[src/rtl/bin_to_bcd_framer_pkg.sv]
// Shared constants for the binary-to-BCD framer: FSM codes, BCD limits
// and the leading-digit helper used when framing the result for the UART.
package bin_to_bcd_framer_pkg;

  typedef enum logic [1:0] {
    fsm_b2b_idle_p   = 2'b00,
    fsm_b2b_shift_p  = 2'b01,
    fsm_b2b_finish_p = 2'b10
  } b2b_state_t;

  localparam int bcd_max_value_p  = 9999;
  localparam int add3_threshold_p = 5;
  localparam int bcd_digits_p     = 4;

  // Index of the most significant non-zero digit; 0 for an all-zero value.
  function automatic logic [1:0] msd_index(input logic [4*bcd_digits_p-1:0] bcd);
    msd_index = '0;
    for (int d = 1; d < bcd_digits_p; d++)
      if (bcd[4*d +: 4] != 4'd0) msd_index = 2'(d);
  endfunction

endpackage

[src/rtl/bin_to_bcd_framer_dabble_step.sv]
// One double-dabble iteration: add 3 to every digit >= 5, then shift the
// accumulator left one place taking the next binary bit into the units LSB.
module bcd_dabble_step
  import bin_to_bcd_framer_pkg::*;
#(
  parameter int digits_p = bcd_digits_p
) (
  input  logic [4*digits_p-1:0] acc,
  input  logic                  bit_in,
  output logic [4*digits_p-1:0] acc_next
);

  logic [digits_p-1:0][3:0] dig, adj;
  logic [4*digits_p-1:0]    adj_flat;

  assign dig = acc;

  for (genvar d = 0; d < digits_p; d++) begin : g_dig
    assign adj[d] = (dig[d] >= 4'(add3_threshold_p)) ? dig[d] + 4'd3 : dig[d];
  end

  assign adj_flat = adj;
  // Clamped input keeps the top bit zero, so dropping it loses nothing.
  assign acc_next = {adj_flat[4*digits_p-2:0], bit_in};

endmodule

[src/rtl/bin_to_bcd_framer.sv]
// Sequential binary-to-BCD converter feeding the UART transmitter: one bit
// per clock, result and significant-digit index presented with a 1-cycle pulse.
module bin_to_bcd_framer
  import bin_to_bcd_framer_pkg::*;
#(
  parameter int bin_width_p = 16,
  parameter int digits_p    = bcd_digits_p,
  parameter int max_value_p = bcd_max_value_p
) (
  input  logic                   Clk_i,
  input  logic                   Reset_i,
  input  logic                   Start_i,
  input  logic [bin_width_p-1:0] Bin_i,
  input  logic                   Temp_LDR_i,
  output logic [4*digits_p-1:0]  Bcd_o,
  output logic [1:0]             Div_Stages_o,
  output logic                   Temp_LDR_o,
  output logic                   Data_available_o,
  output logic                   Busy_o,
  output logic                   Sat_o
);

  localparam int cnt_w_p = $clog2(bin_width_p + 1);
  localparam int bcd_w_p = 4 * digits_p;
  localparam logic [bin_width_p-1:0] max_bin_p = bin_width_p'(max_value_p);

  b2b_state_t               state_q, state_d;
  logic [bin_width_p-1:0]   bin_q;
  logic [bcd_w_p-1:0]       acc_q, acc_step;
  logic [cnt_w_p-1:0]       cnt_q;
  logic                     tl_q, sat_q;
  logic                     sat_in, last_iter;

  assign sat_in    = Bin_i > max_bin_p;
  assign last_iter = cnt_q == cnt_w_p'(bin_width_p - 1);

  bcd_dabble_step #(.digits_p(digits_p)) u_step (
    .acc      (acc_q),
    .bit_in   (bin_q[bin_width_p-1]),
    .acc_next (acc_step)
  );

  always_ff @(posedge Clk_i) begin
    if (!Reset_i) state_q <= fsm_b2b_idle_p;
    else          state_q <= state_d;
  end

  always_comb begin
    state_d = state_q;
    case (state_q)
      fsm_b2b_idle_p:   if (Start_i) state_d = fsm_b2b_shift_p;
      fsm_b2b_shift_p:  if (last_iter) state_d = fsm_b2b_finish_p;
      fsm_b2b_finish_p: state_d = fsm_b2b_idle_p;
      default:          state_d = fsm_b2b_idle_p;
    endcase
  end

  always_ff @(posedge Clk_i) begin
    if (!Reset_i) begin
      bin_q            <= '0;
      acc_q            <= '0;
      cnt_q            <= '0;
      tl_q             <= 1'b0;
      sat_q            <= 1'b0;
      Bcd_o            <= '0;
      Div_Stages_o     <= '0;
      Temp_LDR_o       <= 1'b0;
      Sat_o            <= 1'b0;
      Data_available_o <= 1'b0;
      Busy_o           <= 1'b0;
    end else begin
      case (state_q)
        fsm_b2b_idle_p: begin
          Data_available_o <= 1'b0;
          if (Start_i) begin
            bin_q  <= sat_in ? max_bin_p : Bin_i;
            acc_q  <= '0;
            cnt_q  <= '0;
            tl_q   <= Temp_LDR_i;
            sat_q  <= sat_in;
            Busy_o <= 1'b1;
          end
        end
        fsm_b2b_shift_p: begin
          acc_q <= acc_step;
          bin_q <= {bin_q[bin_width_p-2:0], 1'b0};
          cnt_q <= cnt_q + cnt_w_p'(1);
        end
        fsm_b2b_finish_p: begin
          Bcd_o            <= acc_q;
          Div_Stages_o     <= msd_index(acc_q);
          Temp_LDR_o       <= tl_q;
          Sat_o            <= sat_q;
          Data_available_o <= 1'b1;
          Busy_o           <= 1'b0;
        end
        default: begin
          bin_q            <= '0;
          acc_q            <= '0;
          cnt_q            <= '0;
          tl_q             <= 1'b0;
          sat_q            <= 1'b0;
          Bcd_o            <= '0;
          Div_Stages_o     <= '0;
          Temp_LDR_o       <= 1'b0;
          Sat_o            <= 1'b0;
          Data_available_o <= 1'b0;
          Busy_o           <= 1'b0;
        end
      endcase
    end
  end

endmodule

[config.mk]
export PLATFORM = sky130hd
export DESIGN_NAME = bin_to_bcd_framer
export DESIGN_NICKNAME = d
export VERILOG_FILES = /design/src/rtl/bin_to_bcd_framer_pkg.sv /design/src/rtl/bin_to_bcd_framer_dabble_step.sv /design/src/rtl/bin_to_bcd_framer.sv
export SDC_FILE = /design/constraint.sdc
export NUM_CORES = 1
export LEC_CHECK = 0
export ABC_AREA = 1
export BUFFER_PORTS_ARGS = -buffer_cell sky130_fd_sc_hd__buf_2
export CAP_MARGIN = 20
export CORE_MARGIN = 2
export CORE_UTILIZATION = 25
export CTS_BUF_LIST = sky130_fd_sc_hd__clkbuf_16
export DETAILED_ROUTE_END_ITERATION = 16
export PLACE_DENSITY = 0.43
export SETUP_SLACK_MARGIN = 0.15
export SYNTH_ARGS = -nofsm -noshare
export SYNTH_HDL_FRONTEND = slang
export SYNTH_SLANG_ARGS = --single-unit
[constraint.sdc]
create_clock -name Clk_i -period 4.35 [get_ports Clk_i]
set_clock_uncertainty 0.05 [all_clocks]
set_input_delay 0.435 -clock Clk_i [delete_from_list [all_inputs] [get_ports Clk_i]]
set_output_delay 0.435 -clock Clk_i [all_outputs]
set_load 0.01 [all_outputs]
==> flow_summary_export.csv <==
group,metric,value,unit
place,gp_congestion,0.7402,
hold_path,hold_depth,3,
setup_path,critPathMaxFanout,38,
route,ant_nets,0,
route,vias,2680,
timing,setup_tns,0,ps
synthesis,yosysSeqAreaShare,39.90,%
clock_network,cts_num_sinks,63,
synthesis,synth_area_leaders,"dfxtp_1, nand2_1, inv_1",
timing,fin_crit,2314,ps
synthesis,yosysUniqueCellTypes,29,
timing,report.final.hold_viol_count,0,
run,maxCapViolations,0,
place,dp_slack,2021,ps
synthesis,syn_nets,480,
synthesis,ys_warn_count,0,
clock_network,insertion_delay,330,ps
die,die_area,13560,um2
synthesis,synth_edf_count,0,
global_routing,antenna_found_initial,0,
die,start_util,25.35,%
synthesis,ys_ff_latch,63,
route,wl,6.838,mm
route,drc,0,
setup_path,path_class,"flop to flop",
setup_path,worstReg2RegEnd,"acc_q[12]",
final_layout,nets,519,
final_layout,drive_gt1_share,14.72,%
route,avgViaCountPerCell,4.054,
setup_path,ff2ff_path_depth,7,
clock_network,ctsLongestPathBuffers,2,
timing,slew_headroom,49.64,%
synthesis,netlist_area,3161,um2
die,io_pins,42,
power,ir_drop,0.2234,mV
final_layout,n_antenna_cell,0,
power,p_per_area,482.7,nW/um2
synthesis,postSynthAreaPerCell,7.102,um2
timing,rsz0062_at_grt,"no",
global_routing,grt_overflow,0,
synthesis,synthArstFlopShare,0,%
clock_network,cts_buffers,9,
setup_path,reg2reg_from,"state_q[0]",
synthesis,synth_ff_type,"dfxtp_1",
route,drt_iter0_markers,88,
synthesis,yosysMostFrequentCell,"nand2_1",
place,hpwl,4.731,mm
hold_path,worst_hold_path_type,"input port to flop",
global_routing,grt_usage,10.85,%
clock_network,post_cts_resized,0,
clock_network,ctsHoldBuffers,0,
timing,drv_slew,0,
route,wl_per_cell,10.34,um
status,outcome,"finished, final reports clean",
clock_network,htreeDepth,3,
place,io_buffers,41,
hold_path,hold_path_end,"tl_q",
timing,fin_hold_ws,311.6,ps
final_layout,synthToLayoutAreaGrowth,18.61,%
clock_network,root_buffer,"clkbuf_16",
timing,finalSetupViolCount,0,
clock_network,postCtsSetupBuffers,0,
setup_path,cp_data_arrival_time,2520,ps
setup_path,cp-start-kind,"flop",
setup_path,critPathCaptureType,"flop",
global_routing,first_global_vias,2528,
timing,worst_pin_slew,753.7,ps
global_routing,grt_pass1_wl,11.59,mm
die,num_rows,41,
timing,fin_crit_sh,53.20,%
hold_path,hp-start,"Temp_LDR_i",
die,die_h,116.4,um
synthesis,yosys.area.top_type,"dfxtp_1",
route,firstDrtPassIters,4,
global_routing,grt_max_degree,39,
timing,max_freq,432.1,MHz
clock_network,path_clk_slew,50,ps
clock_network,tritoncts,"yes",
setup_path,required,4550,ps
synthesis,synth.top_cell.area_share,39.90,%
die,die_w,116.4,um
synthesis,syn_inst,445,
setup_path,r2r_setup_slack,2040,ps
timing,layout_setup_ws,2036,ps
power,p_leak,1.621,nW
die,coreArea,12470,um2
synthesis,yosys-top-cells-count,"nand2_1, inv_1, dfxtp_1",
cell usage in the layout (no fill, tap or decap), types with 9 or more instances in the layout:
cell type,count
clkbuf_16,9
o22ai_1,18
dfxtp_1,63
nand3_1,24
a21oi_1,34
ha_1,15
nand2_1,115
nor2_1,32
buf_2,41
inv_1,86
a21oi_2,9
o21ai_0,13
worst max-delay path by stage:
stage	startpoint	to	slack, ps	cells after the start
3_5_place_dp	state_q[0]	cnt_q[4]	2020	9
6_report	state_q[0]	acc_q[12]	2040	7
3_3_place_gp	state_q[0]	bin_q[9]	2080	9
2_1_floorplan	state_q[0]	acc_q[11]	2840	8
4_1_cts	state_q[0]	bin_q[5]	2010	9
5_1_grt	state_q[0]	bin_q[3]	1800	9
critical path, cell delays in order (launching register included):
cell      delay (ps)
dfxtp_1          330
inv_1             70
ha_1             320
nand2_4          140
nand2_4          250
nor2_4           680
o211ai_1         220
a21oi_1          160
kinds of logic after synthesis:
kind of cell	share of synthesized area, %
fa+ha+maj	5.938
xor+xnor	0.5543
compound gates	15.12
simple gates	24.23
buf+inv	14.25
flops	39.91
per-stage QoR:
stage          std cells  area (um2)  total power [mW]  util (%)
2_1_floorplan        445        3161             1.103         -
3_3_place_gp         645        3468             1.142     27.82
3_5_place_dp         645        3468             1.146     27.82
4_1_cts              661        3749             1.842     30.07
5_1_grt              661        3749             1.937     30.07
6_report             661        3749             1.809     30.07
sequential cells by signal, summed over array words and instances, names as in the netlist:
| name | flops |
|---|---|
| Data_available_o | 1 |
| bin_q | 16 |
| Busy_o | 1 |
| Temp_LDR_o | 1 |
| state_q | 2 |
| Sat_o | 1 |
| cnt_q | 5 |
| Bcd_o | 16 |
| Div_Stages_o | 2 |
| sat_q | 1 |
| tl_q | 1 |
| acc_q | 16 |
power breakdown:
group | internal, mW | switching [mW]
registers | 0.645 | 0.0331
clock network | 0.433 | 0.250
logic | 0.127 | 0.322
total | 1.20 | 0.605
layer usage:
| layer | track usage, % | vias to the layer above | wire length (um) |
|---|---|---|---|
| met5 | 0 | - | 0 |
| met4 | 6.111 | 0 | 152 |
| met3 | 2.335 | 8 | 249 |
| met2 | 16.63 | 48 | 2893 |
| met1 | 14.16 | 1148 | 3543 |
| li1 | - | 1476 | - |
layout make-up:
class | instances | area, um2
Fill cell | 1373 | 8717
Multi-Input combinational cell | 280 | 1449
Sequential cell | 63 | 1261
Inverter | 88 | 330.3
Clock buffer | 9 | 225.2
Tap cell | 172 | 215.2
Timing Repair Buffer | 42 | 212.7
Clock inverter | 7 | 55.05
(Power assumes the default switching activity.)
